[src/rtl/mer_meter_if.sv]
// Symbol-rate stimulus and measurement results exchanged with mer_meter.
// master drives the receive-side inputs; slave is the meter itself.
interface mer_meter_if #(
    parameter int WIDTH       = 18,
    parameter int MAX_DELAY   = 8,
    parameter int LOG2_WINDOW = 10
);
    localparam int DW = $clog2(MAX_DELAY);

    logic                     sym_clk_en;
    logic                     run;
    logic                     dd_mode;
    logic [DW-1:0]            delay_sel;
    logic [1:0]               ref_sym;
    logic signed [WIDTH-1:0]  ref_level;
    logic signed [WIDTH-1:0]  dec_var;
    logic [1:0]               slice;
    logic signed [WIDTH-1:0]  error;
    logic                     sym_correct;
    logic                     sym_error;
    logic [2*WIDTH-1:0]       err_power;
    logic [LOG2_WINDOW:0]     err_count;
    logic                     meas_valid;
    logic                     clear_accum;

    modport master (
        output sym_clk_en, run, dd_mode, delay_sel, ref_sym, ref_level, dec_var,
        input  slice, error, sym_correct, sym_error, err_power, err_count,
               meas_valid, clear_accum
    );

    modport slave (
        input  sym_clk_en, run, dd_mode, delay_sel, ref_sym, ref_level, dec_var,
        output slice, error, sym_correct, sym_error, err_power, err_count,
               meas_valid, clear_accum
    );
endinterface

[src/rtl/mer_meter.sv]
// 4-ASK slicer and error generator with windowed mean-square-error and symbol-error measurement.
// Per-symbol results register on sym_clk_en; window results publish every 2^LOG2_WINDOW symbols.
module mer_meter #(
    parameter int WIDTH       = 18,
    parameter int MAX_DELAY   = 8,
    parameter int LOG2_WINDOW = 10
) (
    input logic        clk,
    input logic        reset,
    mer_meter_if.slave bus
);
    localparam int DW = $clog2(MAX_DELAY);
    localparam int XW = WIDTH + 2;
    localparam int PW = 2 * WIDTH;
    localparam int AW = PW + LOG2_WINDOW;

    typedef enum logic [1:0] {IDLE, FLUSH, ACCUM} state_t;
    state_t state, state_next;

    logic [1:0]             dl [MAX_DELAY-1];
    logic [DW-1:0]          delay_sh, flush_cnt, delay_eff;
    logic                   dd_sh, dd_eff;
    logic [AW-1:0]          acc_sq, acc_next;
    logic [LOG2_WINDOW:0]   cnt_err, cnt_next;
    logic [LOG2_WINDOW-1:0] sym_cnt;

    logic signed [XW-1:0]   a_x, a2_x, a3_x, dec_x, err_x;
    logic [1:0]             slice_next, ref_aligned, err_sym;
    logic signed [WIDTH-1:0] err_next;
    logic signed [PW-1:0]   err_wide;
    logic [PW-1:0]          sq;
    logic                   match, miss;
    logic                   start, flush_dec, accum_tick, term_tick;

    function automatic logic signed [XW-1:0] map_sym(input logic [1:0] s,
                                                     input logic signed [XW-1:0] a,
                                                     input logic signed [XW-1:0] a3);
        case (s)
            2'b00:   return -a3;
            2'b01:   return -a;
            2'b10:   return a;
            default: return a3;
        endcase
    endfunction

    // Shadowed alignment/mode are only live in IDLE so a running window cannot be disturbed.
    always_comb begin
        delay_eff = (state == IDLE) ? bus.delay_sel : delay_sh;
        dd_eff    = (state == IDLE) ? bus.dd_mode   : dd_sh;

        a_x   = XW'(bus.ref_level);
        a2_x  = a_x <<< 1;
        a3_x  = a2_x + a_x;
        dec_x = XW'(bus.dec_var);

        if (dec_x >= a2_x)      slice_next = 2'b11;
        else if (!dec_x[XW-1])  slice_next = 2'b10;
        else if (dec_x >= -a2_x) slice_next = 2'b01;
        else                    slice_next = 2'b00;

        ref_aligned = bus.ref_sym;
        for (int unsigned i = 1; i < MAX_DELAY; i++)
            if (delay_eff == DW'(i)) ref_aligned = dl[i-1];

        err_sym = dd_eff ? slice_next : ref_aligned;
        err_x   = dec_x - map_sym(err_sym, a_x, a3_x);

        if (err_x[XW-1:WIDTH-1] == '0 || err_x[XW-1:WIDTH-1] == '1)
            err_next = $signed(err_x[WIDTH-1:0]);
        else if (err_x[XW-1])
            err_next = {1'b1, {(WIDTH-1){1'b0}}};
        else
            err_next = {1'b0, {(WIDTH-1){1'b1}}};

        err_wide = PW'(err_next);
        sq       = $unsigned(err_wide * err_wide);
        match    = (slice_next == ref_aligned);
        miss     = ~match;
        acc_next = acc_sq + AW'(sq);
        cnt_next = cnt_err + (LOG2_WINDOW+1)'(miss);
    end

    always_ff @(posedge clk) begin
        if (reset) state <= IDLE;
        else       state <= state_next;
    end

    always_comb begin
        state_next = state;
        start      = 1'b0;
        flush_dec  = 1'b0;
        accum_tick = 1'b0;
        term_tick  = 1'b0;
        case (state)
            IDLE: begin
                if (bus.run) begin
                    state_next = FLUSH;
                    start      = 1'b1;
                end
            end
            FLUSH: begin
                if (!bus.run)
                    state_next = IDLE;
                else if (bus.sym_clk_en) begin
                    if (flush_cnt == '0) state_next = ACCUM;
                    else                 flush_dec  = 1'b1;
                end
            end
            ACCUM: begin
                if (!bus.run)
                    state_next = IDLE;
                else if (bus.sym_clk_en) begin
                    accum_tick = 1'b1;
                    term_tick  = (sym_cnt == '1);
                end
            end
            default: state_next = IDLE;
        endcase
    end

    always_ff @(posedge clk) begin
        if (reset) begin
            for (int unsigned i = 0; i < MAX_DELAY - 1; i++) dl[i] <= '0;
            bus.slice       <= '0;
            bus.error       <= '0;
            bus.sym_correct <= 1'b1;
            bus.sym_error   <= 1'b0;
            bus.err_power   <= '0;
            bus.err_count   <= '0;
            bus.meas_valid  <= 1'b0;
            bus.clear_accum <= 1'b0;
            delay_sh        <= '0;
            dd_sh           <= 1'b0;
            flush_cnt       <= '0;
            acc_sq          <= '0;
            cnt_err         <= '0;
            sym_cnt         <= '0;
        end else begin
            bus.meas_valid  <= 1'b0;
            bus.clear_accum <= 1'b0;

            if (bus.sym_clk_en) begin
                dl[0] <= bus.ref_sym;
                for (int unsigned i = 1; i < MAX_DELAY - 1; i++) dl[i] <= dl[i-1];
                bus.slice       <= slice_next;
                bus.error       <= err_next;
                bus.sym_correct <= match;
                bus.sym_error   <= miss;
            end

            if (start) begin
                delay_sh  <= bus.delay_sel;
                dd_sh     <= bus.dd_mode;
                flush_cnt <= bus.delay_sel;
            end else if (flush_dec) begin
                flush_cnt <= flush_cnt - DW'(1);
            end

            // Terminal symbol is folded into the published result and the next window starts clean.
            if (term_tick) begin
                bus.err_power   <= acc_next[AW-1:LOG2_WINDOW];
                bus.err_count   <= cnt_next;
                bus.meas_valid  <= 1'b1;
                bus.clear_accum <= 1'b1;
                acc_sq          <= '0;
                cnt_err         <= '0;
                sym_cnt         <= '0;
            end else if (accum_tick) begin
                acc_sq  <= acc_next;
                cnt_err <= cnt_next;
                sym_cnt <= sym_cnt + LOG2_WINDOW'(1);
            end else if (state_next != ACCUM) begin
                acc_sq  <= '0;
                cnt_err <= '0;
                sym_cnt <= '0;
            end
        end
    end
endmodule

[src/flat_wrapper.sv]
// flat-port wrapper written by rule: the top's interface ports become plain ports
module mer_meter_flat 
#(
    parameter int WIDTH       = 18,
    parameter int MAX_DELAY   = 8,
    parameter int LOG2_WINDOW = 10
)
  (clk, reset, bus_sym_clk_en, bus_run, bus_dd_mode, bus_delay_sel, bus_ref_sym, bus_ref_level, bus_dec_var, bus_slice, bus_error, bus_sym_correct, bus_sym_error, bus_err_power, bus_err_count, bus_meas_valid, bus_clear_accum);
  mer_meter_if #(.WIDTH(WIDTH), .MAX_DELAY(MAX_DELAY), .LOG2_WINDOW(LOG2_WINDOW)) bus_i ();
  input logic clk;
  input logic reset;
  input wire logic [$bits(bus_i.sym_clk_en)-1:0] bus_sym_clk_en;
  input wire logic [$bits(bus_i.run)-1:0] bus_run;
  input wire logic [$bits(bus_i.dd_mode)-1:0] bus_dd_mode;
  input wire logic [$bits(bus_i.delay_sel)-1:0] bus_delay_sel;
  input wire logic [$bits(bus_i.ref_sym)-1:0] bus_ref_sym;
  input wire logic [$bits(bus_i.ref_level)-1:0] bus_ref_level;
  input wire logic [$bits(bus_i.dec_var)-1:0] bus_dec_var;
  output wire logic [$bits(bus_i.slice)-1:0] bus_slice;
  output wire logic [$bits(bus_i.error)-1:0] bus_error;
  output wire logic [$bits(bus_i.sym_correct)-1:0] bus_sym_correct;
  output wire logic [$bits(bus_i.sym_error)-1:0] bus_sym_error;
  output wire logic [$bits(bus_i.err_power)-1:0] bus_err_power;
  output wire logic [$bits(bus_i.err_count)-1:0] bus_err_count;
  output wire logic [$bits(bus_i.meas_valid)-1:0] bus_meas_valid;
  output wire logic [$bits(bus_i.clear_accum)-1:0] bus_clear_accum;
  assign bus_i.sym_clk_en = bus_sym_clk_en;
  assign bus_i.run = bus_run;
  assign bus_i.dd_mode = bus_dd_mode;
  assign bus_i.delay_sel = bus_delay_sel;
  assign bus_i.ref_sym = bus_ref_sym;
  assign bus_i.ref_level = bus_ref_level;
  assign bus_i.dec_var = bus_dec_var;
  assign bus_slice = bus_i.slice;
  assign bus_error = bus_i.error;
  assign bus_sym_correct = bus_i.sym_correct;
  assign bus_sym_error = bus_i.sym_error;
  assign bus_err_power = bus_i.err_power;
  assign bus_err_count = bus_i.err_count;
  assign bus_meas_valid = bus_i.meas_valid;
  assign bus_clear_accum = bus_i.clear_accum;
  mer_meter #(.WIDTH(WIDTH), .MAX_DELAY(MAX_DELAY), .LOG2_WINDOW(LOG2_WINDOW)) u_core (.clk(clk), .reset(reset), .bus(bus_i));
endmodule
[config.mk]
export PLATFORM = sky130hd
export DESIGN_NAME = mer_meter_flat
export DESIGN_NICKNAME = d
export VERILOG_FILES = /design/src/rtl/mer_meter_if.sv /design/src/rtl/mer_meter.sv /design/src/flat_wrapper.sv
export SDC_FILE = /design/constraint.sdc
export NUM_CORES = 1
export LEC_CHECK = 0
export CAP_MARGIN = 20
export CORE_MARGIN = 2
export CORE_UTILIZATION = 55
export CTS_BUF_LIST = sky130_fd_sc_hd__clkbuf_8 sky130_fd_sc_hd__clkbuf_16
export DETAILED_ROUTE_END_ITERATION = 8
export PLACE_DENSITY = 0.85
export SYNTH_ARGS = -nofsm -noshare
export SYNTH_HDL_FRONTEND = slang
export SYNTH_SLANG_ARGS = --single-unit
[constraint.sdc]
create_clock -name clk -period 15.1 [get_ports clk]
set_input_delay 1.51 -clock clk [delete_from_list [all_inputs] [get_ports clk]]
set_output_delay 1.51 -clock clk [all_outputs]
set_load 0.01 [all_outputs]
---- Word-level counts from Yosys, hierarchy flattened ----
Memory sizes are Yosys's and may differ from the RTL's.
Index checks and enable logic that the tools add are counted.
storage, ports and cells
  bits in registers ....................... 146
  memories kept ........................... 1
  word-level logic and storage cells ...... 112
  input bits .............................. 46
  memory bits (writable) .................. 14
  output and inout port bits .............. 71
memory list
  memory     depth  width  rd ports  clocked after Yosys merged registers in  write ports  RTL line         RTL
  u_core.dl  7      2      7         0                                        7            mer_meter.sv:20  logic [1:0] dl [MAX_DELAY-1];
cells by class
  magnitude comparators ................... 2
  reductions and logical operators ........ 8
  add/subtract/negate cells ............... 9
  muxes and demuxes ....................... 54
  multipliers ............................. 1
  bitwise logic cells ..................... 8
  eq/ne operators ......................... 15
operator list
  cell                     number
  $mux W46                 2
  $pmux W20 S3             1
  $add A46 B36 Y46         1
  $mux W2                  22
  $mul A18 B18 Y36         1
  $mux W18                 2
  $mux W11                 2
  $add A19 B18 Y20         1
  $ge A18 B20 Y1           1
  $mux W10                 2
  $neg A18 Y20             1
  $neg A19 Y20             1
  $neg A20 Y20             1
  $sub A18 B20 Y20         1
  $ge A18 B19 Y1           1
  $mux W1                  19
  $eq A3 B3 Y1 const B     5
  $add A11 B1 Y11          1
  $add A10 B1 Y10 const B  1
  $eq A10 B10 Y1 const B   1
  $mux W3                  3
  $or A1 B1 Y1             7
  $eq A3 B2 Y1 const B     2
  $logic_not A3 Y1         2
  other kinds (12)         16

---- Longest topological paths before layout ----
Gate-level depths: netlist (run 1).
  word-level depth ........................ 20
  mapped depth ............................ 75
  gate-level depth less buffers ........... 69

---- Worst setup path before layout (run 1) ----
Ideal clock, no wire load.
  path kind ............................... input-to-reg
  start point ............................. input bus_ref_level[1]
  end point ............................... register u_core.bus.err_power[32]
  setup time .............................. 0.137 ns
  path slack .............................. -0.979 ns
  path buffers ............................ 7
  cell stages on the path ................. 69
  data required time ...................... 14.963 ns
  data arrival time ....................... 15.941 ns
  cell sequence ........................... inv_1 -> ha_1 -> nor2b_1 -> and3_1 -> clkbuf_1 -> and3_1 -> clkbuf_1 -> nand3_1 -> xnor2_1 -> ha_1 -> nand3_1 -> nor4_1 -> a31oi_1 -> nand4b_1 -> o221ai_1 -> a31oi_1 -> clkbuf_1 -> buf_1 -> [... 33 more ...] -> o21ai_0 -> a31oi_1 -> o31ai_1 -> a2111o_1 -> o311ai_0 -> ha_1 -> a21o_1 -> a21o_1 -> a21o_1 -> a21o_1 -> a21o_1 -> a21o_1 -> a21oi_1 -> o31ai_1 -> clkbuf_1 -> nand3_1 -> xor2_1 -> a211oi_1
between the ends
  cells in the longest elaborated chain, start to end .. 14
  elaborated cells between the ends (all ways) .. 22
  classes of those cells .................. add/sub: 6; mul: 1; order compare: 2; eq/ne: 3; mux: 7; reduce/logical: 3
ends and longest elaborated chain
  element                                           RTL line            RTL
  from (decl)                                       flat_wrapper.sv:17  input wire logic [$bits(bus_i.ref_level)-1:0] bus_ref_level;
  $neg A19 Y20                                      mer_meter.sv:58     else if (dec_x >= -a2_x) slice_next = 2'b01;
  $ge A18 B20 Y1                                    mer_meter.sv:58
  $mux W1                                           mer_meter.sv:58
  $mux W2                                           mer_meter.sv:57     else if (!dec_x[XW-1]) slice_next = 2'b10;
  $mux W2                                           mer_meter.sv:56     if (dec_x >= a2_x) slice_next = 2'b11;
  $mux W2                                           mer_meter.sv:65     err_sym = dd_eff ? slice_next : ref_aligned;
  $eq A2 B2 Y1 (tied with other cells)              mer_meter.sv:38     case (s)
  $pmux W20 S3 (*)                                  mer_meter.sv:38
  $sub A18 B20 Y20 (*)                              mer_meter.sv:66     err_x = dec_x - map_sym(err_sym, a_x, a3_x);
  $eq A3 B3 Y1 or $logic_not A3 Y1 (tied branches)  mer_meter.sv:68     if (err_x[XW-1:WIDTH-1] == '0 || err_x[XW-1:WIDTH-1] == '1)
  $logic_or A1 B1 Y1                                mer_meter.sv:68
  $mux W18 (*)                                      mer_meter.sv:68
  $mul A18 B18 Y36 (*)                              mer_meter.sv:76     sq = $unsigned(err_wide * err_wide);
  $add A46 B36 Y46 (*)                              mer_meter.sv:79     acc_next = acc_sq + AW'(sq);
  to (signal assigned)                              mer_meter.sv:161    bus.err_power <= acc_next[AW-1:LOG2_WINDOW];
  to (decl)                                         mer_meter_if.sv:34  output slice, error, sym_correct, sym_error, err_power, err_count,
Mark *: on every way between the ends. The rest lies on a longest branch, timed or not.
A chain may end at the register's enable or synchronous reset.

---- Worst setup path in the final report (run 1) ----
  start point ............................. input bus_ref_level[14]
  end point ............................... register u_core.bus.err_power[27]
The elaborated chain is that of the path after synthesis.

==> results.ini, run 1 <==
[status]
status = finished, violations left
violations = setup timing

[synthesis]
synth_seq_cells = 160
synth_top_area_cell = fa_1
synth_flop_cell = dfxtp_1
netlist.area_leader.share = 0.249
ys_seq_area_frac = 0.138
ys_async_sr_fraction = 0
yosys_warnings = 0
synth.distinct_cells = 92
syn_nets = 3492
netlist_area_sq_mm = 0.0242
synthCells = 2914
ys_top_cells_by_area = fa_1 (25%), dfxtp_1 (12%), ha_1 (12%), inv_1 (6.4%), a21oi_1 (4.5%)
syn_avg_cell_area_sq_um = 8.29
synth_edf_count = 14

[route]
vias = 25493
ant_nets = 0
drcViolationCount = 0
drt-total-wl_microns = 86700
drtPass1Iterations = 9
drt-wirelength-per-cell_microns = 20.9
drt_iter0_drc = 3464
vias_per_cell = 6.15

[timing]
fin_setup_tns_ns = -0.0790
fin_worst_skew_ns = 0.0177
relSlewSlack = 0.173
drv_slew = 0
timing.final.crit_share = 1.00
period_minus_slack_ns = 15.14
tightest_slew_ns = 1.24
rsz0062_at_grt = yes
finalHoldViolCount = 0
finalSetupViolCount = 2
fmax_mhz = 66.0
finalWorstSetupSlack_ns = -0.0411

[worst_hold_path]
min_from = u_core.bus.err_power[7]
worstHoldEndpoint = u_core.bus.err_power[7]
holdCritPathClass = reg -> reg
min_path_cells = 2

[setup_path]
slowest_stage = fa_2
required_ns = 15.41
cp-end-kind = flip-flop
critPathKind = in -> reg
ff2ff_setup_slack_ns = 1.22
cpPeakStageDelay_ns = 0.58
r2r-start = u_core.state[0]
crit_arrival_ns = 15.45
startpoint_type = input port
crit_path_frequent_cell = inv_1
reg2reg_depth = 61
timing.rr.end = u_core.bus.err_power[27]
cp_max_fo = 7

[global_route]
antenna_found_initial = 2
use_met3 = 0.0618
grt_pass1_vias = 24922
grt_max_degree = 59
grt_pass1_wl_microns = 127000
grtUsageTotal = 0.356
gr-total-overflow = 0
grtUsageMet1 = 0.440
grt_use_met2 = 0.611
busiest_layer = met2

[cells_and_area]
drive_gt1_frac = 0.268
fillers = 2864
nets = 4125
syn_to_final_growth_pct = 34.8

[die]
start_util = 0.560
core-area_sq_mm = 0.0432
die_y_microns = 214
die_w_microns = 214
die-area_sq_mm = 0.0456
io_pins = 117
num_rows = 76

[cts]
clockRootBuffer = clkbuf_16
cts_buffers = 17
cts_hold_buf = 0
clock_sinks = 160
htree_levels = 4
path_clk_slew_ns = 0.07
cts_tree = done
cts_max_path_buffers = 2
clk_latency_ns = 0.46

[job]
max_cap_violations = 0

[place]
dp_hpwl_microns = 65700
gp_congestion = 1.06
portBuffers = 116
place_ws_ns = -1.52

## metrics by stage
stage	instance area (sq um)	hold WS, ns	utilization	std cells
3_3_place_gp	29800	0.433	0.691	4044
6_report	32600	0.463	0.754	4146
3_5_place_dp	29800	0.446	0.691	4044
4_1_cts	30900	0.458	0.716	4088
2_1_floorplan	24300	0.432	-	2914
5_1_grt	32600	0.481	0.754	4146
## registers in the layout, summed over array words and instances, names as in the netlist, 2 cells and up
register              count
u_core.state              2
u_core.cnt_err           11
u_core.delay_sh           3
u_core.bus.err_count     11
u_core.bus.error         18
u_core.bus.slice          2
u_core.sym_cnt           10
u_core.flush_cnt          3
u_core.acc_sq            46
u_core.dl                14
u_core.bus.err_power     36
## layer usage
layer	part of all wire	wire length (microns)
met1	0.37	31800
met2	0.48	42000
met3	0.093	8050
met4	0.056	4870
met5	0.00010	9
## Yosys cell counts (all sizes together) (11+ instances only)
| cell type | n |
|---|---|
| and2 | 19 |
| and3 | 38 |
| a21oi | 219 |
| nand3 | 118 |
| fa | 300 |
| dfxtp | 146 |
| nand2b | 15 |
| a211o | 11 |
| buf | 37 |
| o21a | 21 |
| o21ai | 90 |
| xnor2 | 94 |
| xor2 | 53 |
| nand2 | 282 |
| o211ai | 11 |
| a21o | 52 |
| clkbuf | 94 |
| nand4 | 23 |
| a31oi | 36 |
| a22o | 13 |
| nor3 | 39 |
| ha | 232 |
| a22oi | 23 |
| nor2b | 24 |
| a211oi | 49 |
| inv | 424 |
| nor2 | 228 |
| o21bai | 18 |
| o31ai | 14 |
| edfxtp | 14 |
## placed cells by master (no fill, tap or decap), types with 21 or more instances in the layout
cell,n
a21oi_2,25
and3_1,31
clkdlybuf4s50_1,103
fa_1,283
inv_2,27
xor2_1,51
ha_4,23
buf_4,584
xnor2_1,91
a21oi_1,190
dfxtp_1,146
nand2_1,274
a211oi_1,40
nor2b_1,21
o21ai_0,63
a21o_1,52
a31oi_1,27
buf_6,34
nand4_1,23
o21a_1,21
ha_1,201
nand3_1,101
inv_1,388
nor3_1,35
nor2_1,211
## layout make-up
type / instances / area [sq um] / share of cell area
diodes: 1 / 2.50 / 0.0000769
clock buffers: 17 / 425 / 0.0131
clock inverters: 15 / 168 / 0.00515
inverters: 424 / 1630 / 0.0502
multi-input cells: 2199 / 20100 / 0.618
flip-flops and latches: 160 / 3340 / 0.103
well taps: 585 / 732 / 0.0225
repair buffers: 745 / 6120 / 0.188
## worst max-delay path by stage
stage | slack (ns) | from | to
after floorplan | 0.01 | bus_ref_level[1] | u_core.bus.err_power[32]
after global placement | -0.81 | bus_ref_level[1] | u_core.bus.err_power[30]
after detailed placement | -1.52 | bus_ref_level[1] | u_core.bus.err_power[35]
after CTS | 0.005 | bus_ref_level[1] | u_core.bus.err_power[35]
after global routing | -0.43 | bus_ref_level[14] | u_core.bus.err_power[27]
final | -0.04 | bus_ref_level[14] | u_core.bus.err_power[27]
## worst max-delay path: cells and delay by family
family / cells / cell delay, ns
adder cells (fa/ha/maj): 11 / 4.23
buffers and inverters: 18 / 2.53
AO/OA/AOI/OAI: 23 / 5.31
XOR/XNOR: 3 / 0.50
AND/OR/NAND/NOR: 8 / 1.35
## timing repair
action / CTS / global route
setup buffers: 12 / 56
gates resized for setup: 80 / 300
pin swaps: 44 / 134
setup endpoints to repair: 42 / 42
## cell families (layout without fill, tap and decap cells)
family / after synthesis / count (layout) / share of synthesized area
fa+ha+maj: 532 / 532 / 0.369
buf+inv: 555 / 1201 / 0.0883
flops: 160 / 160 / 0.138
simple gates: 861 / 861 / 0.167
compound gates: 645 / 645 / 0.178
mux: 14 / 14 / 0.00606
other cells: 0 / 1 / 0
xor+xnor: 147 / 147 / 0.0533
Power of run 1 is left out: the tool's default activity adds up to more than one toggle a clock period on the data nets, which glitch-free logic cannot reach.
==> inputs of run 2 (changes only) <==
--- a/config.mk
+++ b/config.mk
@@ -11,6 +11,7 @@
 export CTS_BUF_LIST = sky130_fd_sc_hd__clkbuf_8 sky130_fd_sc_hd__clkbuf_16
 export DETAILED_ROUTE_END_ITERATION = 8
 export PLACE_DENSITY = 0.85
+export SLEW_MARGIN = 10
 export SYNTH_ARGS = -nofsm -noshare
 export SYNTH_HDL_FRONTEND = slang
 export SYNTH_SLANG_ARGS = --single-unit
==> run 2 against run 1 <==
Compared with the run above:
- worst setup slack improved by 0.023 ns
- fmax up 0.15%
- clock-buffer cell count unchanged
- non-clock buffer count down 1
- die area unchanged
- clock skew fell by 0.00071 ns
- highest routed layer unchanged
- register-to-register slack better by 0.04 ns
- global-route usage unchanged
- core utilization about the same
- first-iteration DRC count shrank 6.6%
- the flow still finishes with violations (setup timing)
- via count is 0.18% lower
- hold slack lost 0.0030 ns
==> results.ini, run 2 (same netlist as run 1, synthesis figures left out) <==
[die]
die-area_sq_mm = 0.0456
io_pins = 117
die_w_microns = 214
die_y_microns = 214
core-area_sq_mm = 0.0432
start_util = 0.560
num_rows = 76

[route]
drcViolationCount = 0
vias = 25447
drt_iter0_drc = 3235
drt-total-wl_microns = 86800
drt-wirelength-per-cell_microns = 20.9
drtPass1Iterations = 9
vias_per_cell = 6.14
ant_nets = 0

[cells_and_area]
largest_register_ffs = 46
layout_common_cells = buf_4 (584), inv_1 (388), fa_1 (283)
syn_to_final_growth_pct = 34.8
fin_cells = 4145
top_regs = u_core.acc_sq: 46 flops, u_core.bus.err_power: 36 flops, u_core.bus.error: 18 flops
final_common_cell = buf_4
largest_register = u_core.acc_sq
drive_gt1_frac = 0.268
nets = 4124

[timing]
whs_ns = 0.460
tightest_slew_ns = 1.20
rsz0062_at_grt = yes
timing.final.crit_share = 1.00
finalSetupViolCount = 2
fin_worst_skew_ns = 0.0170
drv_slew = 0
fmax_mhz = 66.1
relSlewSlack = 0.194
finalWorstSetupSlack_ns = -0.0182
finalHoldViolCount = 0
period_minus_slack_ns = 15.12

[global_route]
grt_pass1_vias = 24922
antenna_found_initial = 2
grt_pass1_wl_microns = 127000
gr-total-overflow = 0
grt_max_degree = 59
grtUsageTotal = 0.356

[cts]
cts_buffers = 17
cts_max_path_buffers = 2
clockRootBuffer = clkbuf_16
htree_levels = 4
clk_latency_ns = 0.47
cts_tree = done
cts_hold_buf = 0
path_clk_slew_ns = 0.07
clock_sinks = 160

[status]
violations = setup timing
status = finished, violations left

[place]
portBuffers = 116
gp_congestion = 1.06
dp_cells = 4044
dp_hpwl_microns = 65700

[setup_path]
slowest_stage = fa_1
critPathKind = in -> reg
cpPeakStageDelay_ns = 0.58
required_ns = 15.42
cp_max_fo = 9
startpoint_type = input port
crit_arrival_ns = 15.44
crit_path_frequent_cell = fa_1
cp-end-kind = flip-flop

[worst_hold_path]
holdCritPathClass = reg -> reg

[job]
max_cap_violations = 0

## run 2: changes by cell type in the layout (fill, tap and decap cells not counted)
| cell | change |
|---|---|
| buf_6 | -1 |
| nor2b_2 | +1 |
| nor2b_1 | -1 |
## run 2: path summary, 6_finish.rpt
path / startpoint / to / slack [ns] / cells after the start
worst max-delay path: bus_ref_level[2] / u_core.bus.err_power[27] / -0.02 / 66
worst min-delay path: u_core.dd_sh / u_core.dd_sh / 0.46 / 2
worst max register to register: u_core.state[0] / u_core.bus.err_power[27] / 1.26 / 61
worst min register to register: u_core.dd_sh / u_core.dd_sh / 0.46 / 2
## run 2: layer usage
layer  share of wire  global-route usage  vias up  wire, microns
li1                -                   -    11077              -
met1            0.36               0.440    12285          31400
met2            0.48               0.611     1620          42000
met3           0.097              0.0618      463           8460
met4           0.056               0.157        2           4820
met5         0.00010                   0        -              9
## run 2: repair_timing
| item | in CTS | in global routing |
|---|---|---|
| setup endpoints to repair | 42 | 42 |
| gates resized for setup | 80 | 300 |
| pin swaps | 44 | 134 |
| setup buffers | 12 | 56 |
## run 2: per-stage QoR
| step | utilization | setup slack [ns] | setup TNS (ns) | cell area (sq um) |
|---|---|---|---|---|
| floorplan | - | 0.0117 | 0 | 24300 |
| global placement | 0.691 | -0.811 | -22.29 | 29800 |
| detailed placement | 0.691 | -1.52 | -50.94 | 29800 |
| CTS | 0.716 | 0.00501 | 0 | 30900 |
| global route | 0.754 | -0.430 | -7.78 | 32600 |
| finish | 0.754 | -0.0182 | -0.0298 | 32600 |
## run 2: worst max-delay path, delay by kind of cell
kind / cells / cell delay (ns)
compound gates: 26 / 5.65
simple gates: 12 / 1.96
fa+ha+maj: 11 / 3.98
buf+inv: 14 / 1.72
xor+xnor: 3 / 0.61
## run 2: final cells by class
class,count,area (sq um)
Multi-Input combinational cell,2199,20100
Tap cell,585,732
Clock inverter,15,168
Antenna cell,1,2.50
Sequential cell,160,3340
Clock buffer,17,425
Timing Repair Buffer,744,6110
Inverter,424,1630
Fill cell,2871,10600
Power of run 2 is left out for the same reason.
